File: src/rtl/updown_seq_ctrl.sv
// Sequencer for the mod-MOD up/down counter.
// It owns the count register and the cu/cd direction selects. Commands
// (STOP/UP/DOWN/LOAD) arrive over a valid/ready handshake. A direction
// reversal passes through a one-cycle TURN state in which both selects are low.
module updown_seq_ctrl #(
  parameter int WIDTH = 4,
  parameter int MOD   = 12
) (
  input  logic             clk,
  input  logic             rst,
  input  logic             cmd_valid,
  output logic             cmd_ready,
  input  logic [1:0]       cmd_op,
  input  logic [WIDTH-1:0] cmd_data,
  input  logic             tick,
  output logic             cu,
  output logic             cd,
  output logic [WIDTH-1:0] count,
  output logic             tc,
  output logic             err,
  output logic [7:0]       wrap_cnt,
  output logic [1:0]       state
);

  typedef enum logic [1:0] {
    ST_IDLE = 2'b00,
    ST_UP   = 2'b01,
    ST_DOWN = 2'b10,
    ST_TURN = 2'b11
  } state_t;

  localparam logic [1:0] OP_STOP = 2'b00;
  localparam logic [1:0] OP_UP   = 2'b01;
  localparam logic [1:0] OP_DOWN = 2'b10;
  localparam logic [1:0] OP_LOAD = 2'b11;

  localparam logic [WIDTH-1:0] MAX_CNT = WIDTH'(MOD - 1);
  // The modulus may equal 2^WIDTH, so the range compare needs one extra bit.
  localparam logic [WIDTH:0]   MOD_EXT = (WIDTH + 1)'(MOD);

  // Wrap counter saturates instead of rolling over.
  function automatic logic [7:0] sat_inc8(input logic [7:0] v);
    return (v == 8'hFF) ? v : v + 8'd1;
  endfunction

  function automatic logic load_oor(input logic [WIDTH-1:0] v);
    return ({1'b0, v} >= MOD_EXT);
  endfunction

  // Out-of-range load values are clamped to the top of the count range.
  function automatic logic [WIDTH-1:0] load_clamp(input logic [WIDTH-1:0] v);
    return load_oor(v) ? MAX_CNT : v;
  endfunction

  state_t           state_q, state_d;
  logic             pend_down_q, pend_down_d;
  logic [WIDTH-1:0] count_q, count_d;
  logic             tc_q, tc_d;
  logic             err_q, err_d;
  logic [7:0]       wrap_q, wrap_d;
  logic             cu_q, cu_d;
  logic             cd_q, cd_d;
  logic             accept;

  assign cmd_ready = !rst && (state_q != ST_TURN);
  assign accept    = cmd_valid && cmd_ready;

  // Next-state, count step and pulse generation; an accepted command
  // takes priority over tick, which is then dropped.
  always_comb begin
    state_d     = state_q;
    pend_down_d = pend_down_q;
    count_d     = count_q;
    tc_d        = 1'b0;
    err_d       = 1'b0;
    wrap_d      = wrap_q;

    if (accept) begin
      case (cmd_op)
        OP_STOP: state_d = ST_IDLE;
        OP_UP: begin
          if (state_q == ST_DOWN) begin
            state_d     = ST_TURN;
            pend_down_d = 1'b0;
          end else begin
            state_d = ST_UP;
          end
        end
        OP_DOWN: begin
          if (state_q == ST_UP) begin
            state_d     = ST_TURN;
            pend_down_d = 1'b1;
          end else begin
            state_d = ST_DOWN;
          end
        end
        OP_LOAD: begin
          count_d = load_clamp(cmd_data);
          err_d   = load_oor(cmd_data);
          wrap_d  = 8'd0;
        end
        default: state_d = state_q;
      endcase
    end else begin
      case (state_q)
        ST_TURN: state_d = pend_down_q ? ST_DOWN : ST_UP;
        ST_UP: begin
          if (tick) begin
            if (count_q == MAX_CNT) begin
              count_d = '0;
              tc_d    = 1'b1;
              wrap_d  = sat_inc8(wrap_q);
            end else begin
              count_d = count_q + WIDTH'(1);
            end
          end
        end
        ST_DOWN: begin
          if (tick) begin
            if (count_q == '0) begin
              count_d = MAX_CNT;
              tc_d    = 1'b1;
              wrap_d  = sat_inc8(wrap_q);
            end else begin
              count_d = count_q - WIDTH'(1);
            end
          end
        end
        default: state_d = state_q;
      endcase
    end

    cu_d = (state_d == ST_UP);
    cd_d = (state_d == ST_DOWN);
  end

  // State, count and registered outputs; reset also discards a pending turn.
  always_ff @(posedge clk) begin
    if (rst) begin
      state_q     <= ST_IDLE;
      pend_down_q <= 1'b0;
      count_q     <= '0;
      tc_q        <= 1'b0;
      err_q       <= 1'b0;
      wrap_q      <= 8'd0;
      cu_q        <= 1'b0;
      cd_q        <= 1'b0;
    end else begin
      state_q     <= state_d;
      pend_down_q <= pend_down_d;
      count_q     <= count_d;
      tc_q        <= tc_d;
      err_q       <= err_d;
      wrap_q      <= wrap_d;
      cu_q        <= cu_d;
      cd_q        <= cd_d;
    end
  end

  assign state    = state_q;
  assign count    = count_q;
  assign tc       = tc_q;
  assign err      = err_q;
  assign wrap_cnt = wrap_q;
  assign cu       = cu_q;
  assign cd       = cd_q;

endmodule

File: config.mk
export PLATFORM = sky130hd
export DESIGN_NAME = updown_seq_ctrl
export DESIGN_NICKNAME = d
export VERILOG_FILES = /design/src/rtl/updown_seq_ctrl.sv
export SDC_FILE = /design/constraint.sdc
export NUM_CORES = 1
export LEC_CHECK = 0
export CORE_AREA = 2 2 58 60
export DETAILED_ROUTE_END_ITERATION = 7
export DIE_AREA = 0 0 60 62
export PLACE_DENSITY = 0.62
export SLEW_MARGIN = 25
export SYNTH_ARGS = -nofsm -noshare
export SYNTH_HDL_FRONTEND = slang
export SYNTH_SLANG_ARGS = --single-unit
File: constraint.sdc
create_clock -name clk -period 6 [get_ports clk]
set_clock_uncertainty 0.15 [all_clocks]
set_input_delay 0.6 -clock clk [delete_from_list [all_inputs] [get_ports clk]]
set_output_delay 0.6 -clock clk [all_outputs]
set_load 0.005 [all_outputs]
; ---- Yosys cells after proc, flatten, opt, wreduce, memory -nomap -nowiden
; Cells that the tools add are included.
[op_classes]
addsub = 3
magnitude_cmp = 1
eq_ne = 18
muxes = 30
bitwise = 2
reduce_logical = 12
[op_table]
columns = operator, count
row1 = 8-bit 2-to-1 mux, 7
row2 = 4-bit 2-to-1 mux, 7
row3 = 8-bit one-hot mux with 2 select lines, 1
row4 = 2-bit equality test (second input constant), 5
row5 = 8-bit by 1-bit adder with 8-bit output (second input constant), 1
row6 = 8-bit equality test (second input constant), 1
row7 = 2-bit 2-to-1 mux, 4
row8 = 4-bit one-hot mux with 2 select lines, 1
row9 = 4-bit AND reduction, 2
row10 = 1-bit 2-to-1 mux, 7
row11 = 2-bit by 1-bit equality test with 1-bit output (second input constant), 3
row12 = 2-bit != test (second input constant), 3
row13 = 3-bit by 2-bit != test with 1-bit output (second input constant), 2
row14 = 3-bit != test (second input constant), 2
row15 = 2-bit one-hot mux with 3 select lines, 1
row16 = 6-bit AND reduction, 1
row17 = 4-bit by 1-bit adder with 4-bit output (second input constant), 1
row18 = 4-bit equality test (second input constant), 1
row19 = 4-bit greater-or-equal comparator (second input constant), 1
row20 = 4-bit logical NOT, 1
row21 = 1-bit one-hot mux with 2 select lines, 2
row22 = 4-bit by 1-bit subtractor with 4-bit output (second input constant), 1
row23 = 3-bit nonzero test, 1
row24 = 3-bit OR reduction, 1
row25 = other kinds (7), 9
[word_totals]
regBits = 19
in_bits = 10
out_inout_bits = 19

; ---- Longest topological paths before layout
[depth]
ltp_word = 6
ltp_mapped = 9

; ---- Least setup slack after synthesis
; OpenSTA, ideal clock, no wires.
[synth_timing]
path_type = input port to flip-flop
startpoint = in rst
endpoint = reg wrap_q[7] (netlist: wrap_cnt[7])
setup_ns = 0.071
arrival_ns = 2.083
t_required_ns = 5.779
path_slack_ns = 3.696
path_stages = 7
path_buffers = 2
cell_sequence = buf_6 or3b_4 mux2i_4 nand3_2 buf_6 or4_1 a21oi_1
[synth_between]
elab_chain_cells = 5
elab_cells_between_ends = 11
classes_between = eq/ne (5) / mux (1) / reduce/logical (5)
[synth_rtl]
columns = item, line
row1 = start: declaration, 10  ; input logic rst,
row2 = 1-bit logical NOT, 65  ; assign cmd_ready = !rst && (state_q != ST_TURN);
row3 = 1-bit logical AND, 65
row4 = 1-bit logical AND, 66  ; assign accept = cmd_valid && cmd_ready;
row5 = "3-bit by 2-bit != test with 1-bit output (no source line), or another cell as far along", -
row6 = 6-bit AND reduction (no source line), -
row7 = end signal: assignment, 154  ; wrap_q <= wrap_d;
row8 = end: declaration, 60  ; logic [7:0] wrap_q, wrap_d;
; Parallel ways exist; a longest one is shown, timed or not.
; A chain may end at the register's enable or synchronous reset.

; ---- Worst setup path in the final report
[layout_timing]
startpoint = in rst
endpoint = reg wrap_q[5] (netlist: wrap_cnt[5])
; Same word-level chain as after synthesis.

==> report_table.html <==
<table>
<tr><th>Metric</th><th>Value</th></tr>
<tr><th colspan="2">Timing</th></tr>
<tr><td>Shortest period the worst path allows</td><td>2990 ps</td></tr>
<tr><td>RSZ-0062 raised after global routing</td><td>no</td></tr>
<tr><td>FMAX</td><td>334 MHz</td></tr>
<tr><td>Number of max-slew violations in the final report</td><td>0</td></tr>
<tr><td>Post-route fraction of the period consumed by the critical path</td><td>49.9%</td></tr>
<tr><td>Worst relative slew slack</td><td>58.9%</td></tr>
<tr><td>Final-report hold violation count</td><td>0</td></tr>
<tr><td>Sum Neg Setup Slack</td><td>0 ps</td></tr>
<tr><td>Final-report setup violation count</td><td>0</td></tr>
<tr><td>Post-route worst setup slack</td><td>3010 ps</td></tr>
<tr><td>Worst-Margin Slew</td><td>614 ps</td></tr>
<tr><th colspan="2">Global route</th></tr>
<tr><td>Leftover overflow at the end of global routing</td><td>0</td></tr>
<tr><td>Number of antenna violations at the first check in global routing</td><td>0</td></tr>
<tr><td>Overall global routing resource usage</td><td>15.9%</td></tr>
<tr><td>Global-route wire length before repair</td><td>4.49 mm</td></tr>
<tr><td>Pin count of the biggest net entering global routing</td><td>19</td></tr>
<tr><td>Number of global-route vias before repair</td><td>1026</td></tr>
<tr><th colspan="2">Floorplan</th></tr>
<tr><td>Die outline width</td><td>60 microns</td></tr>
<tr><td>Die area</td><td>3720 sq um</td></tr>
<tr><td>I/O pin total</td><td>29</td></tr>
<tr><td>Starting utilization of the core area</td><td>37.0%</td></tr>
<tr><td>Height of the die</td><td>62 microns</td></tr>
<tr><td>Core region area</td><td>3180 sq um</td></tr>
<tr><td>Site row count</td><td>21</td></tr>
<tr><th colspan="2">Clock network</th></tr>
<tr><td>Setup Buffers After CTS</td><td>0</td></tr>
<tr><td>CTS Root Cell</td><td>clkbuf_4</td></tr>
<tr><td>Clock tree from TritonCTS</td><td>yes</td></tr>
<tr><td>Number of H-tree branching levels</td><td>1</td></tr>
<tr><td>Resized cells post-CTS</td><td>0</td></tr>
<tr><td>Count of hold-fix buffers inserted at cts</td><td>0</td></tr>
<tr><td>Buffer levels on the longest clock path</td><td>2</td></tr>
<tr><td>Clk Latency, worst-skew pair</td><td>280 ps</td></tr>
<tr><td>Post-CTS clock slew at the launch and capture registers of the worst setup and hold paths</td><td>100 ps</td></tr>
<tr><td>Sink Count</td><td>19</td></tr>
<tr><td>TritonCTS Buffers</td><td>3</td></tr>
<tr><th colspan="2">Logic synthesis</th></tr>
<tr><td>Fraction of synthesized cell area taken by the top area cell type</td><td>32.3%</td></tr>
<tr><td>Most numerous cell in the Yosys netlist</td><td>dfxtp_1</td></tr>
<tr><td>Post-Synthesis Cells</td><td>147</td></tr>
<tr><td>Net Count, Synth</td><td>163</td></tr>
<tr><td>FFs w/ async S/R, synth</td><td>0%</td></tr>
<tr><td>Netlist area before placement</td><td>1180 sq um</td></tr>
<tr><td>Number of flops mapped to enable cells by yosys</td><td>0</td></tr>
<tr><td>Dominant cells by area after synthesis</td><td>dfxtp_1 (32%), a21oi_1 (7.7%), ha_1 (6.4%)</td></tr>
<tr><td>Part of the Yosys area used for sequential elements</td><td>32.3%</td></tr>
<tr><td>Synth Flop Type</td><td>dfxtp_1</td></tr>
<tr><td>Cell accounting for the most synthesized area</td><td>dfxtp_1</td></tr>
<tr><td>Count of unique library cells instantiated by Yosys</td><td>39</td></tr>
<tr><td>Mean Syn Cell Area</td><td>8.00 sq um</td></tr>
<tr><td>Commonest cells in the netlist</td><td>dfxtp_1 (19), a21oi_1 (18), nor2_1 (13)</td></tr>
<tr><td>#FFs+latches synth</td><td>19</td></tr>
<tr><td>Yosys warnings</td><td>0</td></tr>
<tr><th colspan="2">Worst setup path</th></tr>
<tr><td>Startpoint type of the worst setup path</td><td>input pin</td></tr>
<tr><td>Reg-to-reg startpoint</td><td>state[0]$_SDFF_PP0_</td></tr>
<tr><td>Endpoint of the lowest-slack register-to-register path</td><td>wrap_cnt[5]$_SDFFE_PP0P_</td></tr>
<tr><td>CP endpoint kind</td><td>flop</td></tr>
<tr><td>Worst Setup Path Type</td><td>input pin to flop</td></tr>
<tr><td>Number of cell instances on the worst register-to-register path</td><td>6</td></tr>
<tr><td>CP Data Arrival Time</td><td>3060 ps</td></tr>
<tr><td>Crit path required time</td><td>6060 ps</td></tr>
<tr><td>Maximum net fanout on the critical path</td><td>18</td></tr>
<tr><td>Register-to-register path setup slack</td><td>3500 ps</td></tr>
<tr><th colspan="2">Placed design</th></tr>
<tr><td>Worst slack, placed</td><td>2690 ps</td></tr>
<tr><td>Global placement routability congestion</td><td>0.911</td></tr>
<tr><td>Port bufs</td><td>28</td></tr>
<tr><td>Hpwl dp</td><td>2.13 mm</td></tr>
<tr><td>Cell area reported after detailed placement</td><td>1470 sq um</td></tr>
<tr><th colspan="2">Detailed routing</th></tr>
<tr><td>Average wire length per cell after detail routing</td><td>12.9 microns</td></tr>
<tr><td>Total wire length after detailed routing</td><td>2.81 mm</td></tr>
<tr><td>Vias per cell</td><td>5.47</td></tr>
<tr><td>Count of antenna-violating nets left after detailed routing</td><td>0</td></tr>
<tr><td>Initial detailed-routing violation count</td><td>35</td></tr>
<tr><td>Drt pass-1 iters</td><td>4</td></tr>
<tr><td>Total number of vias</td><td>1193</td></tr>
<tr><td>DR DRC count</td><td>0</td></tr>
<tr><th colspan="2">Hold path</th></tr>
<tr><td>End point of the most critical hold path</td><td>wrap_cnt[0]$_SDFFE_PP0P_</td></tr>
<tr><td>Start point of the worst min-delay path</td><td>wrap_cnt[0]$_SDFFE_PP0P_</td></tr>
<tr><td>Type of the worst min-delay path</td><td>flop to flop</td></tr>
<tr><td>Worst hold path cell count</td><td>2</td></tr>
<tr><th colspan="2">Cells and area</th></tr>
<tr><td>Ratio of cells with drive above 1 in the final layout</td><td>4.07%</td></tr>
<tr><td>Post-route cell area</td><td>1500 sq um</td></tr>
<tr><td>Layout net count</td><td>189</td></tr>
<tr><td>Signed area change from the synthesized netlist to the final layout</td><td>27.4%</td></tr>
<tr><td>ANT cells</td><td>0</td></tr>
<tr><th colspan="2">Pwr</th></tr>
<tr><td>P_leak</td><td>0.493 nW</td></tr>
<tr><td>IR Drop Worst-Case VDD</td><td>126 uV</td></tr>
<tr><td>Power density relative to cell area</td><td>159 nW/um^2</td></tr>
<tr><th colspan="2">Run status</th></tr>
<tr><td>Status</td><td>complete, no violations</td></tr>
<tr><th colspan="2">Run</th></tr>
<tr><td>Max cap viols</td><td>0</td></tr>
</table>
## per-stage QoR
stage	cells	utilization [%]	total power, mW	hold slack [ps]
global placement	214	46.3	0.179	335
CTS	218	47.1	0.241	362
floorplan	147	-	0.161	331
finish	218	47.1	0.238	361
global route	218	47.1	0.251	393
detailed placement	214	46.3	0.179	347
## area by class of cell
type	count	area, sq um
Fill cell	329	1680
Inverter	7	26.3
Sequential cell	19	380
Tap cell	46	57.6
Multi-Input combinational cell	114	728
Timing Repair Buffer	28	280
Clock buffer	4	26.3
## state kept, by name, summed over array words and instances (netlist names)
signal	flops
count	4
tc	1
state	2
cd	1
pend_down_q	1
cu	1
wrap_cnt	8
err	1
## cell usage in the layout, fill, tap and decap left out, types with 3 or more instances in the layout
cell type        instances
nand3_1                  5
nor2_1                  13
nand3b_1                 4
dfxtp_1                 19
nand2_1                 12
ha_1                     6
inv_1                    7
a21oi_1                 18
or3_1                    4
o31ai_1                  3
nor3b_1                  3
clkbuf_4                 3
or4_1                    4
clkdlybuf4s50_1         28
nor3_1                   5
o21ai_0                  9
## report_power, final
group | total, mW | internal [mW] | leakage, nW | switching [mW]
clock | 0.0610 | 0.0258 | 0.0150 | 0.0352
combinational | 0.0432 | 0.0212 | 0.324 | 0.0220
sequential | 0.134 | 0.129 | 0.154 | 0.00467
## critical path: stages
cell and delay [ps]:
clkdlybuf4s50_1 720, or3b_4 600, mux2i_4 280, nand3_2 240
or4_1 450, a21oi_1 170
## kinds of logic (layout without fill, tap and decap cells)
logic type               Yosys count  after routing  share of synthesized area [%]
AO/OA/AOI/OAI                     42             42                           21.5
XOR/XNOR                           2              2                           1.49
adder cells (fa/ha/maj)            6              6                           6.38
buffers and inverters             14             39                           5.75
flip-flops                        19             19                           32.3
multiplexers                       2              2                           2.77
AND/OR/NAND/NOR                   62             62                           29.8
## per-layer routing
metal	vias up	part of all wire (%)	GRT usage [%]
met5	-	0	0
met4	0	0.46	3.17
met3	2	3.6	4.14
met2	24	48	25.9
met1	572	48	21.3
li1	595	-	-
## how the worst max path moves through the flow
stage,endpoint,cells after the start,slack [ps],start
after floorplan,wrap_cnt[7]$_SDFFE_PP0P_,7,3700,rst
after global placement,wrap_cnt[5]$_SDFFE_PP0P_,6,2820,rst
after detailed placement,wrap_cnt[5]$_SDFFE_PP0P_,6,2690,rst
after CTS,wrap_cnt[5]$_SDFFE_PP0P_,6,3010,rst
after global routing,wrap_cnt[5]$_SDFFE_PP0P_,6,2850,rst
final,wrap_cnt[5]$_SDFFE_PP0P_,6,3010,rst
(Power assumes the default switching activity.)
